## src/rtl/muldiv_seq.sv

```systemverilog
// Sequencer for one MUL/DIV datapath operation.
// Walks IDLE -> LDY -> EXE -> WLO -> WHI -> FIN. A DIV with a zero divisor
// seen in EXE diverts to ABT. All outputs decode the registered state and
// operand latches, gated by stall and bus_zero.
module muldiv_seq (
  input  logic        Clock,
  input  logic        clear,
  input  logic        start,
  input  logic        is_div,
  input  logic [3:0]  ra,
  input  logic [3:0]  rb,
  input  logic        stall,
  input  logic        bus_zero,
  output logic [15:0] Rout,
  output logic        Yin,
  output logic        ZHighin,
  output logic        Zlowin,
  output logic        Zlowout,
  output logic        Zhighout,
  output logic        LOin,
  output logic        HIin,
  output logic [4:0]  op,
  output logic        busy,
  output logic        done,
  output logic        err
);

  typedef enum logic [2:0] {
    S_IDLE = 3'd0,
    S_LDY  = 3'd1,
    S_EXE  = 3'd2,
    S_WLO  = 3'd3,
    S_WHI  = 3'd4,
    S_FIN  = 3'd5,
    S_ABT  = 3'd6
  } state_t;

  localparam logic [4:0] OP_MUL = 5'b01010;
  localparam logic [4:0] OP_DIV = 5'b01011;

  state_t     r_state;
  logic       r_div;
  logic [3:0] r_ra;
  logic [3:0] r_rb;
  logic       w_div_by_zero;

  assign w_div_by_zero = r_div & bus_zero;

  // State register and operand latches; start is only honoured in IDLE.
  always_ff @(posedge Clock or negedge clear) begin
    if (!clear) begin
      r_state <= S_IDLE;
      r_div   <= 1'b0;
      r_ra    <= '0;
      r_rb    <= '0;
    end else begin
      case (r_state)
        S_IDLE: begin
          if (start) begin
            r_div   <= is_div;
            r_ra    <= ra;
            r_rb    <= rb;
            r_state <= S_LDY;
          end
        end
        S_LDY: if (!stall) r_state <= S_EXE;
        S_EXE: if (!stall) r_state <= w_div_by_zero ? S_ABT : S_WLO;
        S_WLO: if (!stall) r_state <= S_WHI;
        S_WHI: if (!stall) r_state <= S_FIN;
        S_FIN: if (!stall) r_state <= S_IDLE;
        S_ABT: if (!stall) r_state <= S_IDLE;
        default: r_state <= S_IDLE;
      endcase
    end
  end

  // Output decode; a stalled cycle keeps only busy so nothing fires twice.
  always_comb begin
    Rout     = '0;
    Yin      = 1'b0;
    ZHighin  = 1'b0;
    Zlowin   = 1'b0;
    Zlowout  = 1'b0;
    Zhighout = 1'b0;
    LOin     = 1'b0;
    HIin     = 1'b0;
    op       = '0;
    done     = 1'b0;
    err      = 1'b0;
    busy     = (r_state != S_IDLE);
    if (!stall) begin
      case (r_state)
        S_LDY: begin
          Rout[r_ra] = 1'b1;
          Yin        = 1'b1;
        end
        S_EXE: begin
          Rout[r_rb] = 1'b1;
          op         = r_div ? OP_DIV : OP_MUL;
          ZHighin    = ~w_div_by_zero;
          Zlowin     = ~w_div_by_zero;
        end
        S_WLO: begin
          Zlowout = 1'b1;
          LOin    = 1'b1;
        end
        S_WHI: begin
          Zhighout = 1'b1;
          HIin     = 1'b1;
        end
        S_FIN:   done = 1'b1;
        S_ABT:   err  = 1'b1;
        default: ;
      endcase
    end
  end

endmodule

```

## config.mk

```make
export PLATFORM = sky130hd
export DESIGN_NAME = muldiv_seq
export DESIGN_NICKNAME = d
export VERILOG_FILES = /design/src/rtl/muldiv_seq.sv
export SDC_FILE = /design/constraint.sdc
export NUM_CORES = 1
export LEC_CHECK = 0
export ABC_AREA = 1
export CAP_MARGIN = 25
export CORE_ASPECT_RATIO = 1.75
export CORE_MARGIN = 2
export CORE_UTILIZATION = 33
export DETAILED_ROUTE_END_ITERATION = 10
export PLACE_DENSITY_LB_ADDON = 0.3
export SETUP_SLACK_MARGIN = 0.02
export SLEW_MARGIN = 40
export SYNTH_ARGS = -nofsm -noshare
export SYNTH_HDL_FRONTEND = slang
export SYNTH_SLANG_ARGS = --single-unit
```

## constraint.sdc

```tcl
create_clock -name Clock -period 2.3 [get_ports Clock]
set_input_delay 0.69 -clock Clock [delete_from_list [all_inputs] [get_ports Clock]]
set_output_delay 0.69 -clock Clock [all_outputs]
set_load 0.1 [all_outputs]
```

==> impl_table.tex, run 1 <==
\begin{tabular}{lr}
\hline
Metric & Value \\
\hline
\multicolumn{2}{l}{\textbf{Global route}} \\
\quad Global Route met2 Usage & between 30\% and 40\% \\
\quad Overall fraction of global-route tracks in use & 20.79\% \\
\quad GRT overflow & 0 \\
\quad Initial antenna violation count & 0 \\
\quad Busiest layer in global routing & met2 \\
\quad GRT met1 Usage & between 20\% and 30\% \\
\quad Maximum number of pins on one net before global-route repair & 22 \\
\quad Met3 demand-to-capacity share in global routing & 2.273\% \\
\quad First-pass GRT wire length & approximately 5700 um \\
\quad Vias in the first global route & 1300 \\
\multicolumn{2}{l}{\textbf{Final layout}} \\
\quad Footprint of the multi-input gates & $\sim$930 sq um \\
\quad P\&R area growth vs syn & 119.5\% \\
\quad Number of standard cells in the layout, taps in and fillers out & between 200 and 300 \\
\quad Number of inserted filler cells in the final layout & about 210 \\
\quad Ant. Diodes & 0 \\
\quad Post-layout utilization of the core & 74.40\% \\
\quad Area occupied by registers & 305.3 sq um \\
\quad Layout net count & between 200 and 250 \\
\quad Share of layout cells above drive strength 1 & between 40 and 50\% \\
\multicolumn{2}{l}{\textbf{Clock network}} \\
\quad TritonCTS clock tree & done \\
\quad Max H-tree Level & 1 \\
\quad Clock tree sinks & 12 \\
\quad TritonCTS Buffers & 3 \\
\quad Maximum root-to-sink buffer count & 2 \\
\quad Clk pin slew, worst setup/hold paths & about 40 ps \\
\quad Root buffer cell & sky130\_fd\_sc\_hd\_\_clkbuf\_8 \\
\quad Clock insertion delay at the later pin of the skew report & around 230 ps \\
\multicolumn{2}{l}{\textbf{Floorplan}} \\
\quad Number of cell rows & 27 \\
\quad Die Y-Extent & about 79 um \\
\quad I/O pin count & 45 \\
\quad DIE AREA & approximately 3700 sq um \\
\quad Core Area & 3108 sq um \\
\quad Initial core utilization & around a third \\
\quad Width of the die & about 47 um \\
\multicolumn{2}{l}{\textbf{Power}} \\
\quad IR Drop Worst-Case VDD & 0.0008262 V \\
\quad Leakage power figure & just under 1 nW \\
\quad Pwr per Cell Area & 1141 nW/um\^{}2 \\
\multicolumn{2}{l}{\textbf{Worst setup path}} \\
\quad Crit path DAT & approximately 1700 ps \\
\quad R2r startpoint & r\_state[1] \\
\quad Largest fanout on the critical path & 4 \\
\quad Category of the most critical setup path & reg -> out \\
\quad Critical Path End Type & primary output \\
\quad Nature of the critical path startpoint & register \\
\quad Family of cells with the greatest summed delay on the critical path & flip-flops \\
\quad CP dominant cell by count & sky130\_fd\_sc\_hd\_\_nand2\_1 \\
\quad Slowest CP cell & sky130\_fd\_sc\_hd\_\_dfrtp\_1 \\
\quad Cell chain of the critical path & inv\_2, nand2\_1, nor2\_1, nand2\_1, a21oi\_2, buf\_12 \\
\quad WP data required & around 1600 ps \\
\quad Worst reg-to-reg setup slack & 780 ps \\
\quad Largest incremental delay on the critical path & roughly 440 ps \\
\quad Worst path bufs/invs & 2 \\
\quad Launch point of the critical path & r\_ra[0] \\
\multicolumn{2}{l}{\textbf{Job}} \\
\quad Maxcap violations & 0 \\
\multicolumn{2}{l}{\textbf{Synth}} \\
\quad Area share of the largest cell type after synthesis & between 20\% and 30\% \\
\quad List of most frequent post-synthesis cells & sky130\_fd\_sc\_hd\_\_nand2\_1 (55), sky130\_fd\_sc\_hd\_\_nor2\_1 (26), sky130\_fd\_sc\_hd\_\_inv\_1 (19), sky130\_fd\_sc\_hd\_\_a21oi\_1 (14) \\
\quad Post-synthesis average cell area & $\sim$6.0 sq um \\
\quad Instance count of the mapped netlist & between 150 and 200 \\
\quad Main area contributors after synthesis & sky130\_fd\_sc\_hd\_\_dfrtp\_1 (29\%), sky130\_fd\_sc\_hd\_\_nand2\_1 (20\%), sky130\_fd\_sc\_hd\_\_nor2\_1 (9.3\%) \\
\quad Primary flip-flop cell chosen by synthesis mapping & sky130\_fd\_sc\_hd\_\_dfrtp\_1 \\
\quad Yosys Warn Count & 0 \\
\quad Synth Cell Area & roughly 1100 sq um \\
\quad Cell with the most instances after synthesis & sky130\_fd\_sc\_hd\_\_nand2\_1 \\
\quad Cell type with the largest total area after synthesis & sky130\_fd\_sc\_hd\_\_dfrtp\_1 \\
\quad Register bit count reported by yosys & 12 \\
\quad Fraction of the yosys area taken by sequential cells & between 20\% and 30\% \\
\quad Async set-or-reset flop fraction in the synthesized netlist & between 90\% and 100\% \\
\quad Count of cell types in the netlist & 20 \\
\quad Number of enable-type register cells in the synthesized netlist & 0 \\
\multicolumn{2}{l}{\textbf{Routing}} \\
\quad Number of iterations in the first detailed-routing pass & 4 \\
\quad Routed length per placed instance & approximately 14 um \\
\quad Starting DRT DRC Count & 30 \\
\quad Final Routed Wirelength & between 3000 and 4000 um \\
\quad Number of design rule violations left after detail routing & 0 \\
\quad Remaining antenna violation count & 0 \\
\quad Vias per inst & approximately 5 \\
\quad Total via count after detailed routing & around 1300 \\
\multicolumn{2}{l}{\textbf{Timing}} \\
\quad Worst-margin pin slew & roughly 500 ps \\
\quad Post-route fraction of the period consumed by the critical path & 101.7\% \\
\quad Worst Setup Slack, final & -39.03 ps \\
\quad Achievable frequency & 427.5 MHz \\
\quad Time the final worst path needs with I/O delays and setup & approximately 2300 ps \\
\quad Hold slack & roughly 590 ps \\
\quad Max transition margin & about two thirds \\
\quad Max-slew violation count & 0 \\
\quad Number of hold-slack violations in the final timing report & 0 \\
\quad Setup repair after global routing missed its margin & true \\
\quad Worst Skew & 0.8285 ps \\
\quad Final setup violating endpoints & 1 \\
\multicolumn{2}{l}{\textbf{Placed design}} \\
\quad HPWL Detailed & approximately 2700 um \\
\quad Weighted congestion reported at the end of routability-driven placement & 0.8576 \\
\quad Count of input and output buffers & 42 \\
\quad Cell Count Post-Placement & 259 \\
\multicolumn{2}{l}{\textbf{Run status}} \\
\quad Failing checks & setup timing \\
\quad Outcome & finished with violations \\
\multicolumn{2}{l}{\textbf{Min path}} \\
\quad Worst min-delay path startpoint & r\_ra[3] \\
\quad Class of the most critical hold timing path & reg -> reg \\
\hline
\end{tabular}
## sequential cells by signal, summed over array words and instances (netlist names)
register	count
r_ra	4
r_state	3
r_div	1
r_rb	4
## final cells by class
| class | instances | area share [%] |
|---|---|---|
| multi-input cells | 132 | 40.10 |
| repair buffers | 60 | 38.10 |
| flip-flops and latches | 12 | 13.20 |
| well taps | 43 | 2.327 |
| clock buffers | 3 | 1.786 |
| inverters | 22 | 4.491 |
## cell usage in the layout (no fill, tap or decap), drive strengths merged
| cell type | n |
|---|---|
| a21oi | 14 |
| buf | 48 |
| clkbuf | 3 |
| clkdlybuf4s50 | 11 |
| clkinv | 2 |
| clkinvlp | 1 |
| conb | 2 |
| dfrtp | 12 |
| dlymetal6s2s | 1 |
| inv | 19 |
| nand2 | 55 |
| nand3 | 15 |
| nand3b | 1 |
| nand4 | 1 |
| nor2 | 29 |
| nor3 | 6 |
| nor4 | 2 |
| o21ai | 6 |
| o21bai | 1 |
## timing repair
action / in CTS / in global routing
setup endpoints to repair: 28 / 21
gates resized for setup: 30 / 23
setup buffers: 3 / 8
pin swaps: 5 / 7
hold buffers: 0 / 0
## stage by stage
step / power (W) / instance area [sq um] / setup slack [ps] / setup TNS (ps)
after global placement: 0.002095 / 2044 / -483.4 / -9222
after detailed placement: 0.002124 / 2044 / -503.4 / -9627
after CTS: 0.002416 / 2220 / -27.13 / -95.84
final: 0.002637 / 2312 / -39.03 / -39.03
after floorplan: 0.001646 / 1349 / -694.7 / -6863
after global routing: 0.002780 / 2312 / -83.33 / -148.7
## metal layers
layer / routed length (um) / part of all wire [%]
met4: 191 / 5.2
met5: 0 / 0
met1: 1246 / 34
met3: 158 / 4.3
met2: 2084 / 57
## final timing paths
kind	end	cells after the start
max	Rout[14]	6
min	r_ra[3]	2
max reg2reg	r_state[0]	6
min reg2reg	r_ra[3]	2
max in group asynchronous	r_state[1]	1
min in group asynchronous	r_ra[0]	1
## kinds of logic after synthesis
family / synth area share [%]
flops: 28.50
compound gates: 10.21
buf+inv: 14.49
other cells: 0.3560
simple gates: 46.44
## worst reg2reg max path, delay by kind of cell (launching register included)
family        cells  cell delay (ps)
buf+inv           1              160
flops             1              440
simple gates      5              850
## power by group
| group | internal, W | leakage (nW) | switching, W |
|---|---|---|---|
| clock network | 0.000114 | 0.0216 | 0.0000643 |
| logic | 0.000672 | 0.819 | 0.00132 |
| registers | 0.000318 | 0.131 | 0.000147 |
Power figures use the tool's default switching activity.
==> run 2: changes to the inputs <==
--- a/config.mk
+++ b/config.mk
@@ -13,7 +13,7 @@
 export DETAILED_ROUTE_END_ITERATION = 10
 export PLACE_DENSITY_LB_ADDON = 0.3
 export SETUP_SLACK_MARGIN = 0.02
-export SLEW_MARGIN = 40
+export SLEW_MARGIN = 0
 export SYNTH_ARGS = -nofsm -noshare
 export SYNTH_HDL_FRONTEND = slang
 export SYNTH_SLANG_ARGS = --single-unit
==> results of run 2 <==
The final DEF is identical to that of run 1; final timing and power are the same.
==> run 3: changes to the inputs <==
--- a/config.mk
+++ b/config.mk
@@ -9,7 +9,7 @@
 export CAP_MARGIN = 25
 export CORE_ASPECT_RATIO = 1.75
 export CORE_MARGIN = 2
-export CORE_UTILIZATION = 33
+export CORE_UTILIZATION = 30
 export DETAILED_ROUTE_END_ITERATION = 10
 export PLACE_DENSITY_LB_ADDON = 0.3
 export SETUP_SLACK_MARGIN = 0.02
==> constraint.sdc (replaced) <==
create_clock -name Clock -period 2.3 [get_ports Clock]
set_input_delay 0.575 -clock Clock [delete_from_list [all_inputs] [get_ports Clock]]
set_output_delay 0.575 -clock Clock [all_outputs]
set_load 0.1 [all_outputs]
==> impl_table.tex, run 3 (same netlist as run 1, synthesis figures left out) <==
\begin{tabular}{lr}
\hline
Metric & Value \\
\hline
\multicolumn{2}{l}{\textbf{Timing}} \\
\quad Worst-margin pin slew & 511.6 ps (+7.469 ps) \\
\quad Setup repair after global routing missed its margin & true \\
\quad Number of hold-slack violations in the final timing report & 0 (unchanged) \\
\quad Max transition margin & 65.78\% (-0.50 points) \\
\quad Achievable frequency & 448.1 MHz (+4.8\%) \\
\quad Post-route fraction of the period consumed by the critical path & 97.02\% (-4.7 points) \\
\quad Time the final worst path needs with I/O delays and setup & 2231 ps (-107.6 ps) \\
\quad Worst Skew & 4.453 ps (+3.625 ps) \\
\quad Hold slack & 563.8 ps (-23.61 ps) \\
\quad Max-slew violation count & 0 (unchanged) \\
\quad Final setup violating endpoints & 0 (-1) \\
\multicolumn{2}{l}{\textbf{Worst setup path}} \\
\quad Family of cells with the greatest summed delay on the critical path & buffers and inverters \\
\quad Worst r2r dst & r\_state[0] \\
\quad R2r startpoint & r\_state[1] \\
\quad Crit path DAT & 1660 ps (about the same) \\
\quad Largest incremental delay on the critical path & 200 ps (-240 ps) \\
\quad Largest fanout on the critical path & 8 (+4) \\
\quad Critical Path End Type & primary output \\
\quad Worst path bufs/invs & 5 (+3) \\
\quad Worst reg-to-reg setup slack & 810 ps (+30 ps) \\
\quad Slowest CP cell & sky130\_fd\_sc\_hd\_\_nor2\_4 \\
\quad Cell chain of the critical path & clkdlybuf4s15\_1, buf\_6, buf\_6, nor2\_4, inv\_2, o21ai\_4, buf\_12 \\
\quad Category of the most critical setup path & in -> out \\
\quad WP data required & 1730 ps (+120 ps) \\
\quad Depth of the worst register-to-register path & 6 (unchanged) \\
\quad CP dominant cell by count & sky130\_fd\_sc\_hd\_\_buf\_6 \\
\quad Nature of the critical path startpoint & primary input \\
\multicolumn{2}{l}{\textbf{Routing}} \\
\quad Starting DRT DRC Count & 52 (+73\%) \\
\quad Remaining antenna violation count & 0 (unchanged) \\
\quad Number of iterations in the first detailed-routing pass & 4 (unchanged) \\
\quad Number of design rule violations left after detail routing & 0 (unchanged) \\
\quad Total via count after detailed routing & 1275 (-5.0\%) \\
\quad Routed length per placed instance & 10.84 um (-20\%) \\
\quad Final Routed Wirelength & 2904 um (-21\%) \\
\quad Vias per inst & 4.757 (-3.6\%) \\
\multicolumn{2}{l}{\textbf{Min path}} \\
\quad Worst min-delay path startpoint & r\_ra[3] \\
\quad Hold Path Depth & 2 (unchanged) \\
\quad Hold-critical path endpoint & r\_ra[3] \\
\quad Class of the most critical hold timing path & reg -> reg \\
\multicolumn{2}{l}{\textbf{Clock network}} \\
\quad Root buffer cell & sky130\_fd\_sc\_hd\_\_clkbuf\_8 \\
\quad Clk pin slew, worst setup/hold paths & 50 ps (about the same) \\
\quad Maximum root-to-sink buffer count & 2 (unchanged) \\
\quad Clock tree sinks & 12 (unchanged) \\
\quad TritonCTS Buffers & 3 (unchanged) \\
\quad Max H-tree Level & 1 (unchanged) \\
\quad Clock insertion delay at the later pin of the skew report & 240 ps (about the same) \\
\quad TritonCTS clock tree & done \\
\multicolumn{2}{l}{\textbf{Final layout}} \\
\quad Most common library cell in the layout ignoring fill and taps & sky130\_fd\_sc\_hd\_\_nand2\_1 \\
\quad Top flop regs & r\_ra x4, r\_rb x4, r\_state x3 \\
\quad Ant. Diodes & 0 (unchanged) \\
\quad Layout net count & 238 (-2.9\%) \\
\quad Leading cell types in the layout, fill and taps excluded & sky130\_fd\_sc\_hd\_\_nand2\_1 (46), sky130\_fd\_sc\_hd\_\_buf\_12 (29), sky130\_fd\_sc\_hd\_\_nor2\_1 (22), sky130\_fd\_sc\_hd\_\_inv\_1 (13), sky130\_fd\_sc\_hd\_\_clkdlybuf4s50\_1 (12) \\
\quad P\&R area growth vs syn & 104.2\% \\
\quad Share of layout cells above drive strength 1 & 41.26\% (-7.2 points) \\
\quad Number of inserted filler cells in the final layout & 305 (+43\%) \\
\multicolumn{2}{l}{\textbf{Floorplan}} \\
\quad Die Y-Extent & 82.40 um (+4.6\%) \\
\quad Core Area & 3363 sq um (+8.2\%) \\
\quad Number of cell rows & 28 (+3.7\%) \\
\quad Initial core utilization & 31.32\% (-2.6 points) \\
\quad I/O pin count & 45 (unchanged) \\
\quad Width of the die & 48.80 um (+4.5\%) \\
\quad DIE AREA & 4020 sq um (+9.3\%) \\
\multicolumn{2}{l}{\textbf{Placed design}} \\
\quad Count of input and output buffers & 42 (unchanged) \\
\quad Weighted congestion reported at the end of routability-driven placement & 0.8960 (+4.5\%) \\
\quad HPWL Detailed & 2603 um (-2.0\%) \\
\multicolumn{2}{l}{\textbf{Global route}} \\
\quad Vias in the first global route & 1173 (-9.8\%) \\
\quad Initial antenna violation count & 0 (unchanged) \\
\quad First-pass GRT wire length & 4988 um (-13\%) \\
\quad Maximum number of pins on one net before global-route repair & 22 (unchanged) \\
\quad Overall fraction of global-route tracks in use & 15.43\% (-5.4 points) \\
\quad GRT overflow & 0 (unchanged) \\
\multicolumn{2}{l}{\textbf{Power}} \\
\quad Leakage power figure & 0.9091 nW (-6.5\%) \\
\quad IR Drop Worst-Case VDD & 0.0007338 V (-11\%) \\
\quad Pwr per Cell Area & 1096 nW/um\^{}2 (-3.9\%) \\
\quad Total design power & 0.002357 W (-11\%) \\
\multicolumn{2}{l}{\textbf{Run status}} \\
\quad Outcome & finished clean \\
\multicolumn{2}{l}{\textbf{Job}} \\
\quad Maxcap violations & 0 (unchanged) \\
\hline
\end{tabular}
run 3: metrics by stage:
| step | util, % | area [sq um] | setup TNS, ps | instances | worst slack, ps |
|---|---|---|---|---|---|
| after detailed placement | 60.64 | 2039 | -3361 | 261 | -294.7 |
| after CTS | 62.91 | 2116 | 0 | 266 | 28.37 |
| after global placement | 60.64 | 2039 | -2946 | 261 | -236.9 |
| after floorplan | - | 1341 | -2699 | 176 | -464.7 |
| final | 63.95 | 2151 | 0 | 268 | 68.53 |
| after global routing | 63.95 | 2151 | 0 | 268 | 18.80 |
run 3: worst max-delay path by stage:
stage | slack, ps | depth (start not counted) | startpoint | to
after floorplan | -460 | 4 | stall | Zlowout
after global placement | -240 | 6 | stall | Rout[5]
after detailed placement | -290 | 6 | stall | Rout[4]
after CTS | 30 | 6 | r_state[2] | Rout[12]
after global routing | 20 | 6 | stall | Rout[12]
final | 70 | 7 | stall | Rout[8]
run 3: worst register-to-register path, cell delays in order (launching register included):
cell,delay [ps]
sky130_fd_sc_hd__dfrtp_2,430
sky130_fd_sc_hd__buf_4,160
sky130_fd_sc_hd__nor2_2,150
sky130_fd_sc_hd__nand3_2,330
sky130_fd_sc_hd__nand2_1,240
sky130_fd_sc_hd__nand2_1,70
sky130_fd_sc_hd__nand2_1,60
run 3: area by class of cell:
cell class                 count  area [sq um]  area share, %
multi-input combinational    132         848.3          39.44
timing repair buffer          53         800.8          37.23
sequential                    12         304.0          14.14
inverter                      22         96.34          4.479
tap                           45         56.30          2.618
clock buffer                   4         45.04          2.094
run 3: per-layer routing:
metal	GRT usage, %	vias up	share of wire, %	wire length, um
met4	6.857	0	2.3	66
met2	30.82	34	58	1696
met5	0	-	0	0
met3	0.8993	7	3.4	98
met1	16.50	586	36	1043
li1	-	648	-	-
run 3: timing repair:
| item | CTS | global route |
|---|---|---|
| resized for setup | 10 | 9 |
| pin swaps | 2 | 2 |
| buffers inserted | 1 | 2 |
| setup endpoints to repair | 28 | 13 |
| gates cloned | 0 | 0 |
| hold buffers | 0 | 0 |
run 3: power by group:
part / switching [W] / leakage, nW / internal (W)
Clock: 0.0000687 / 0.0228 / 0.000121
Sequential: 0.000139 / 0.131 / 0.000316
Combinational: 0.00116 / 0.755 / 0.000549
